--- config.mk ---
export PLATFORM = sky130hd
export DESIGN_NAME = crc_packet_framer
export DESIGN_NICKNAME = d
export VERILOG_FILES = /design/src/rtl/crc_packet_framer.sv
export SDC_FILE = /design/constraint.sdc
export NUM_CORES = 1
export LEC_CHECK = 0
export CELL_PAD_IN_SITES_DETAIL_PLACEMENT = 1
export CELL_PAD_IN_SITES_GLOBAL_PLACEMENT = 1
export CORE_ASPECT_RATIO = 1.4
export CORE_MARGIN = 3
export CORE_UTILIZATION = 30
export CTS_BUF_LIST = sky130_fd_sc_hd__clkbuf_8 sky130_fd_sc_hd__clkbuf_16
export CTS_CLUSTER_SIZE = 12
export DETAILED_ROUTE_END_ITERATION = 6
export GPL_TIMING_DRIVEN = 0
export PLACE_DENSITY_LB_ADDON = 0.05
export SLEW_MARGIN = 10
export SYNTH_ARGS = -nofsm -noshare
export SYNTH_HDL_FRONTEND = slang
export SYNTH_SLANG_ARGS = --single-unit
--- constraint.sdc ---
create_clock -name clk -period 2.57 [get_ports clk]
set_input_delay 0.257 -clock clk [delete_from_list [all_inputs] [get_ports clk]]
set_output_delay 0.257 -clock clk [all_outputs]
set_load 0.03 [all_outputs]
--- src/rtl/crc_packet_framer.sv ---
// crc_packet_framer: buffers one payload packet while computing its CRC-8,
// then emits the length on the count channel followed by the payload bytes
// and the CRC byte on the data channel.
// Optional feature macro: CRC_FRAMER_ERR_INJECT_EN (adds err_inject input that
// flips the CRC LSB of the packet whose final byte was accepted with it high).
module crc_packet_framer #(
  parameter int unsigned MAX_LEN  = 16,
  parameter logic [7:0]  POLY     = 8'h07,
  parameter logic [7:0]  CRC_INIT = 8'h00
) (
  input  logic       clk,
  input  logic       rst_n,
  input  logic       in_valid,
  output logic       in_ready,
  input  logic [7:0] in_data,
  input  logic       in_last,
  output logic       count_valid,
  input  logic       count_ready,
  output logic [7:0] count_data,
  output logic       data_valid,
  input  logic       data_ready,
  output logic [7:0] data_out,
  output logic       overflow
`ifdef CRC_FRAMER_ERR_INJECT_EN
  ,
  input  logic       err_inject
`endif
);

  localparam int unsigned AW = (MAX_LEN > 1) ? $clog2(MAX_LEN) : 1;

  typedef enum logic [1:0] {
    S_FILL,
    S_COUNT,
    S_DATA,
    S_CRC
  } state_e;

  state_e     state_q, state_d;
  logic [7:0] len_q, len_d;
  logic [7:0] rd_ptr_q, rd_ptr_d;
  logic [7:0] crc_q, crc_d;
  logic       overflow_q, overflow_d;
  logic       err_q, err_d;
  logic       wr_en;
  logic [8:0] len_inc;
  logic       at_max;
  logic [7:0] mem_q [0:(1<<AW)-1];

  // MSB-first CRC-8 update of one byte, no reflection, no final XOR.
  function automatic logic [7:0] crc8(input logic [7:0] crc, input logic [7:0] d);
    logic [7:0] c;
    c = crc ^ d;
    for (int i = 0; i < 8; i++) begin
      c = c[7] ? ((c << 1) ^ POLY) : (c << 1);
    end
    return c;
  endfunction

  assign len_inc = {1'b0, len_q} + 9'd1;
  assign at_max  = (len_inc == 9'(MAX_LEN));

  // Next-state and output decode for the fill / count / data / crc sequence.
  always_comb begin
    // NOTE: every output and next-state signal gets a default first so no path leaves one unassigned (no latches).
    state_d     = state_q;
    len_d       = len_q;
    rd_ptr_d    = rd_ptr_q;
    crc_d       = crc_q;
    overflow_d  = 1'b0;
    err_d       = err_q;
    wr_en       = 1'b0;
    in_ready    = 1'b0;
    count_valid = 1'b0;
    count_data  = 8'h00;
    data_valid  = 1'b0;
    data_out    = 8'h00;
    unique case (state_q)
      S_FILL: begin
        in_ready = 1'b1;
        if (in_valid) begin
          wr_en = 1'b1;
          len_d = len_inc[7:0];
          crc_d = crc8(crc_q, in_data);
          if (in_last || at_max) begin
            state_d    = S_COUNT;
            overflow_d = !in_last;
`ifdef CRC_FRAMER_ERR_INJECT_EN
            err_d      = err_inject;
`endif
          end
        end
      end
      S_COUNT: begin
        count_valid = 1'b1;
        count_data  = len_q;
        if (count_ready) begin
          state_d  = S_DATA;
          rd_ptr_d = 8'd0;
        end
      end
      S_DATA: begin
        data_valid = 1'b1;
        data_out   = mem_q[rd_ptr_q[AW-1:0]];
        if (data_ready) begin
          rd_ptr_d = rd_ptr_q + 8'd1;
          if (rd_ptr_q == len_q - 8'd1) state_d = S_CRC;
        end
      end
      S_CRC: begin
        data_valid = 1'b1;
        data_out   = crc_q ^ {7'b0, err_q};
        if (data_ready) begin
          len_d   = 8'd0;
          crc_d   = CRC_INIT;
          err_d   = 1'b0;
          state_d = S_FILL;
        end
      end
      default: state_d = S_FILL;
    endcase
  end

  assign overflow = overflow_q;

  // Control state register, cleared asynchronously.
  always_ff @(posedge clk or negedge rst_n) begin
    if (!rst_n) begin
      state_q    <= S_FILL;
      len_q      <= 8'd0;
      rd_ptr_q   <= 8'd0;
      crc_q      <= CRC_INIT;
      overflow_q <= 1'b0;
      err_q      <= 1'b0;
    end else begin
      // NOTE: sequential state uses non-blocking assignments so all registers update together.
      state_q    <= state_d;
      len_q      <= len_d;
      rd_ptr_q   <= rd_ptr_d;
      crc_q      <= crc_d;
      overflow_q <= overflow_d;
      err_q      <= err_d;
    end
  end

  // Payload buffer write port.
  always_ff @(posedge clk) begin
    // NOTE: the buffer is not reset; len gates every read, so stale contents are never emitted.
    if (wr_en) mem_q[len_q[AW-1:0]] <= in_data;
  end

  // The upper pointer bits only matter for the length compare.
  logic unused_ok;
  assign unused_ok = ^{len_inc[8]};

endmodule

==> results_dict.tcl, run 1 <==
set metrics [dict create \
    status "complete, but fails checks" \
    violations "negative setup slack" \
    grt_remaining_overflow 0 \
    clockPowerShare 0.274 \
    maxCapViolCount 0 \
    end_kind "output port" \
    cts_sinks 155 \
    min_period_ps 2900 \
    power_density_nw_per_um2 1010 \
    num_vias 4090 \
    place_congestion 0.758 \
    min_path_cells 2 \
    hpwl_um 13800 \
    switching_share 0.350 \
    grt_first_pass_wirelength_um 29600 \
    io_pins 34 \
    clockRootBuffer "clkbuf_16" \
    die_h_um 186 \
    std_cell_rows 65 \
    worstHoldStart "in_last" \
    grt_pass1_vias 4352 \
    nets 529 \
    drc 0 \
    timing.fmax_mhz 345 \
    combPwrFrac 0.382 \
    cp_max_fo 5 \
    dieArea_um2 25000 \
    synth_area_um2 6950 \
    clk_path_buf_depth 2 \
    antenna_found_initial 0 \
    rr_startpoint "len_q[1]" \
    cp_cell_sequence "buf_12, buf_12, mux4_2, mux4_2, a22o_1, buf_6" \
    coreArea_um2 22700 \
    setup_viol 8 \
    track_usage 0.167 \
    placed_cells 773 \
    ys_seq_area_frac 0.650 \
    firstDrtPassIters 5 \
    netlist_instances 439 \
    whs_ps 390 \
    worst_slack_ps -329 \
    synth_area_per_cell_um2 15.8 \
    r2r_slack_ps 140 \
    skew_ps 8.16 \
    routed_wl_um 19700 \
    drv_slew 0 \
    power_switching_mw 3.05 \
    ys_warn_count 0 \
    period_share 1.13 \
    wl_per_cell_um 24.0 \
    max-slew-margin-rel 0.404 \
    ir_worst_vdd_v 0.000471 \
    grt_max_degree 28 \
    cts_buffers 17 \
    htree_levels 4 \
    critPathKind "flop to output port" \
    post-place-ws_ps -1210 \
    synth_ff_type "edfxtp_1" \
    cts_tree "done" \
    cp.arrival_ps 2640 \
    antenna_cells 0 \
    worstReg2RegEnd "state_q[1]" \
    synth_edf_count 128 \
    worstSkewPairLatency_ps 430 \
    syn2layout_area_growth_pct 24.2 \
    holdPathEnd "overflow" \
    reg2reg_depth 9 \
    cp-start-kind "flop" \
    rsz0062_at_grt "true" \
    final_layout_size_suffix_gt1_frac 0.276 \
    hold_viol 0 \
    crit_required_ps 2310 \
    netlist-cell-type-count 50 \
    crit_path_top_delay_cell "mux4_2" \
    start_util 0.306 \
    total_power_mw 8.71 \
    clk_pin_slew_ps 70 \
    sequentialPowerShare 0.344 \
    die_w_um 135 \
    async_flop_share 0.174 \
    slowest_delay_ps 560 \
    p_leak_nw 2.88 \
    tightest_slew_ps 892 \
    numPortBuffers 33 \
    synth_nets 462 \
    instances_no_fill 820 \
    ys_ff_latch 155 \
    hold_path_class "primary input to flop" \
    internal-power_mw 5.67 \
    drt_iter0_drc 220 \
    ant_nets 0 \
    viasPerCell 4.99 \
]
-- worst max path at each step --
stage / from / to / slack [ps] / cells past startpoint
global placement: rd_ptr_q[1] / data_out[1] / -1170 / 6
global route: rd_ptr_q[0] / data_out[7] / -410 / 6
detailed placement: rd_ptr_q[1] / data_out[1] / -1210 / 6
finish: rd_ptr_q[0] / data_out[1] / -330 / 6
floorplan: len_q[1] / state_q[1] / 180 / 9
CTS: rd_ptr_q[0] / data_out[1] / -380 / 6
-- placed cells by master (no fill, tap or decap), drive strengths merged, types with 3 or more instances in the layout --
| cell | netlist | routed |
|---|---|---|
| mux4 | 40 | 40 |
| or3 | 3 | 3 |
| clkinv | 0 | 4 |
| buf | 12 | 37 |
| a21oi | 8 | 8 |
| nand3 | 11 | 11 |
| nand2b | 7 | 7 |
| dfrtp | 27 | 27 |
| a22o | 12 | 12 |
| nor3 | 8 | 8 |
| and2 | 10 | 10 |
| o21ai | 26 | 26 |
| edfxtp | 128 | 128 |
| nand2 | 19 | 19 |
| nand4 | 5 | 5 |
| xor2 | 13 | 13 |
| inv | 11 | 19 |
| o211ai | 3 | 3 |
| nor2 | 27 | 27 |
| ha | 9 | 9 |
| clkbuf | 14 | 29 |
| clkdlybuf4s50 | 0 | 24 |
| clkinvlp | 0 | 3 |
| xnor2 | 18 | 18 |
| and3 | 3 | 3 |
-- metal layers --
| layer | GRT usage | vias up | share of wire |
|---|---|---|---|
| met5 | 0 | - | 0 |
| met4 | 0.0668 | 0 | 0.027 |
| met3 | 0.0303 | 26 | 0.027 |
| met2 | 0.309 | 70 | 0.55 |
| met1 | 0.190 | 2150 | 0.39 |
| li1 | - | 1844 | - |
-- power by group through the flow --
stage	clock network (mW)	logic (mW)	registers, mW
2_1_floorplan	0	1.92	3.00
3_3_place_gp	0	2.89	3.04
3_5_place_dp	0	2.92	3.04
4_1_cts	2.45	3.38	3.00
5_1_grt	2.57	3.60	3.02
6_report	2.39	3.33	3.00
-- synth_stat cells, types with 2 or more instances --
cell        n  area [um2]
and2_1     10        62.6
buf_2       4        20.0
nand2_1    18        67.6
nand3_1    11        55.1
a31oi_1     2        12.5
edfxtp_1  128        3840
a21oi_1     8        40.0
nor3_1      8        40.0
and3_1      3        18.8
dfrtp_1    27         676
mux4_2     40         901
a22o_1     12         105
nand4_1     5        31.3
nor2_1     27         101
o21ai_1    11        55.1
buf_1       4        15.0
clkbuf_1   14        52.6
nor4_1      2        12.5
or3_1       2        12.5
xnor2_1    18         158
inv_1      11        41.3
nand4b_1    2        17.5
nor4bb_1    2        20.0
o211ai_1    3        22.5
ha_1        9         113
xor2_1     13         114
buf_4       2        15.0
nand2b_1    7        43.8
o21ai_0    15        75.1
-- sequential cells by signal, summed over array words and instances (netlist names) --
name and flops:
crc_q 8, len_q 8, mem_q 128, overflow 1, rd_ptr_q 8, state_q 2
-- metrics by stage --
step,area [um2],setup TNS [ps],util
6_report,8630,-2380,0.380
5_1_grt,8630,-3050,0.380
4_1_cts,8580,-2840,0.378
3_5_place_dp,7670,-16300,0.338
3_3_place_gp,7650,-23620,0.337
2_1_floorplan,6950,0,-
-- kinds of logic after synthesis --
logic type | share of synthesized area
compound gates | 0.0601
xor+xnor | 0.0391
fa+ha+maj | 0.0162
buf+inv | 0.0245
flops | 0.650
mux | 0.131
simple gates | 0.0783
-- repair_timing --
action                                  in CTS  in global routing
setup buffers                                8                  6
cloned                                       3                  0
endpoints found under the hold margin       27                  0
endpoints found under the setup margin     132                133
hold buffers                                 1                  0
pin swaps                                    3                  3
gates resized for setup                    107                 16
-- area by class of cell --
type	instances	area, um2
Buffer	24	209
Fill cell	2303	14100
Multi-Input combinational cell	247	2370
Timing Repair Buffer	50	551
Sequential cell	155	4520
Clock inverter	15	130
Inverter	11	41.3
Clock buffer	17	425
Tap cell	301	377
-- critical path, delay by kind of cell, from the launching register on --
family                 cells  cell delay, ps
buffers and inverters      3             460
AOI/OAI and AO/OA          1             240
DFF                        1             420
muxes                      2            1080
No activity file was read; power rests on OpenSTA's default activity.
==> run 2: changes to the inputs <==
Settings changed: GPL_ROUTABILITY_DRIVEN set to 0.
==> results of run 2 <==
The final DEF is identical to that of run 1; final timing and power are the same.
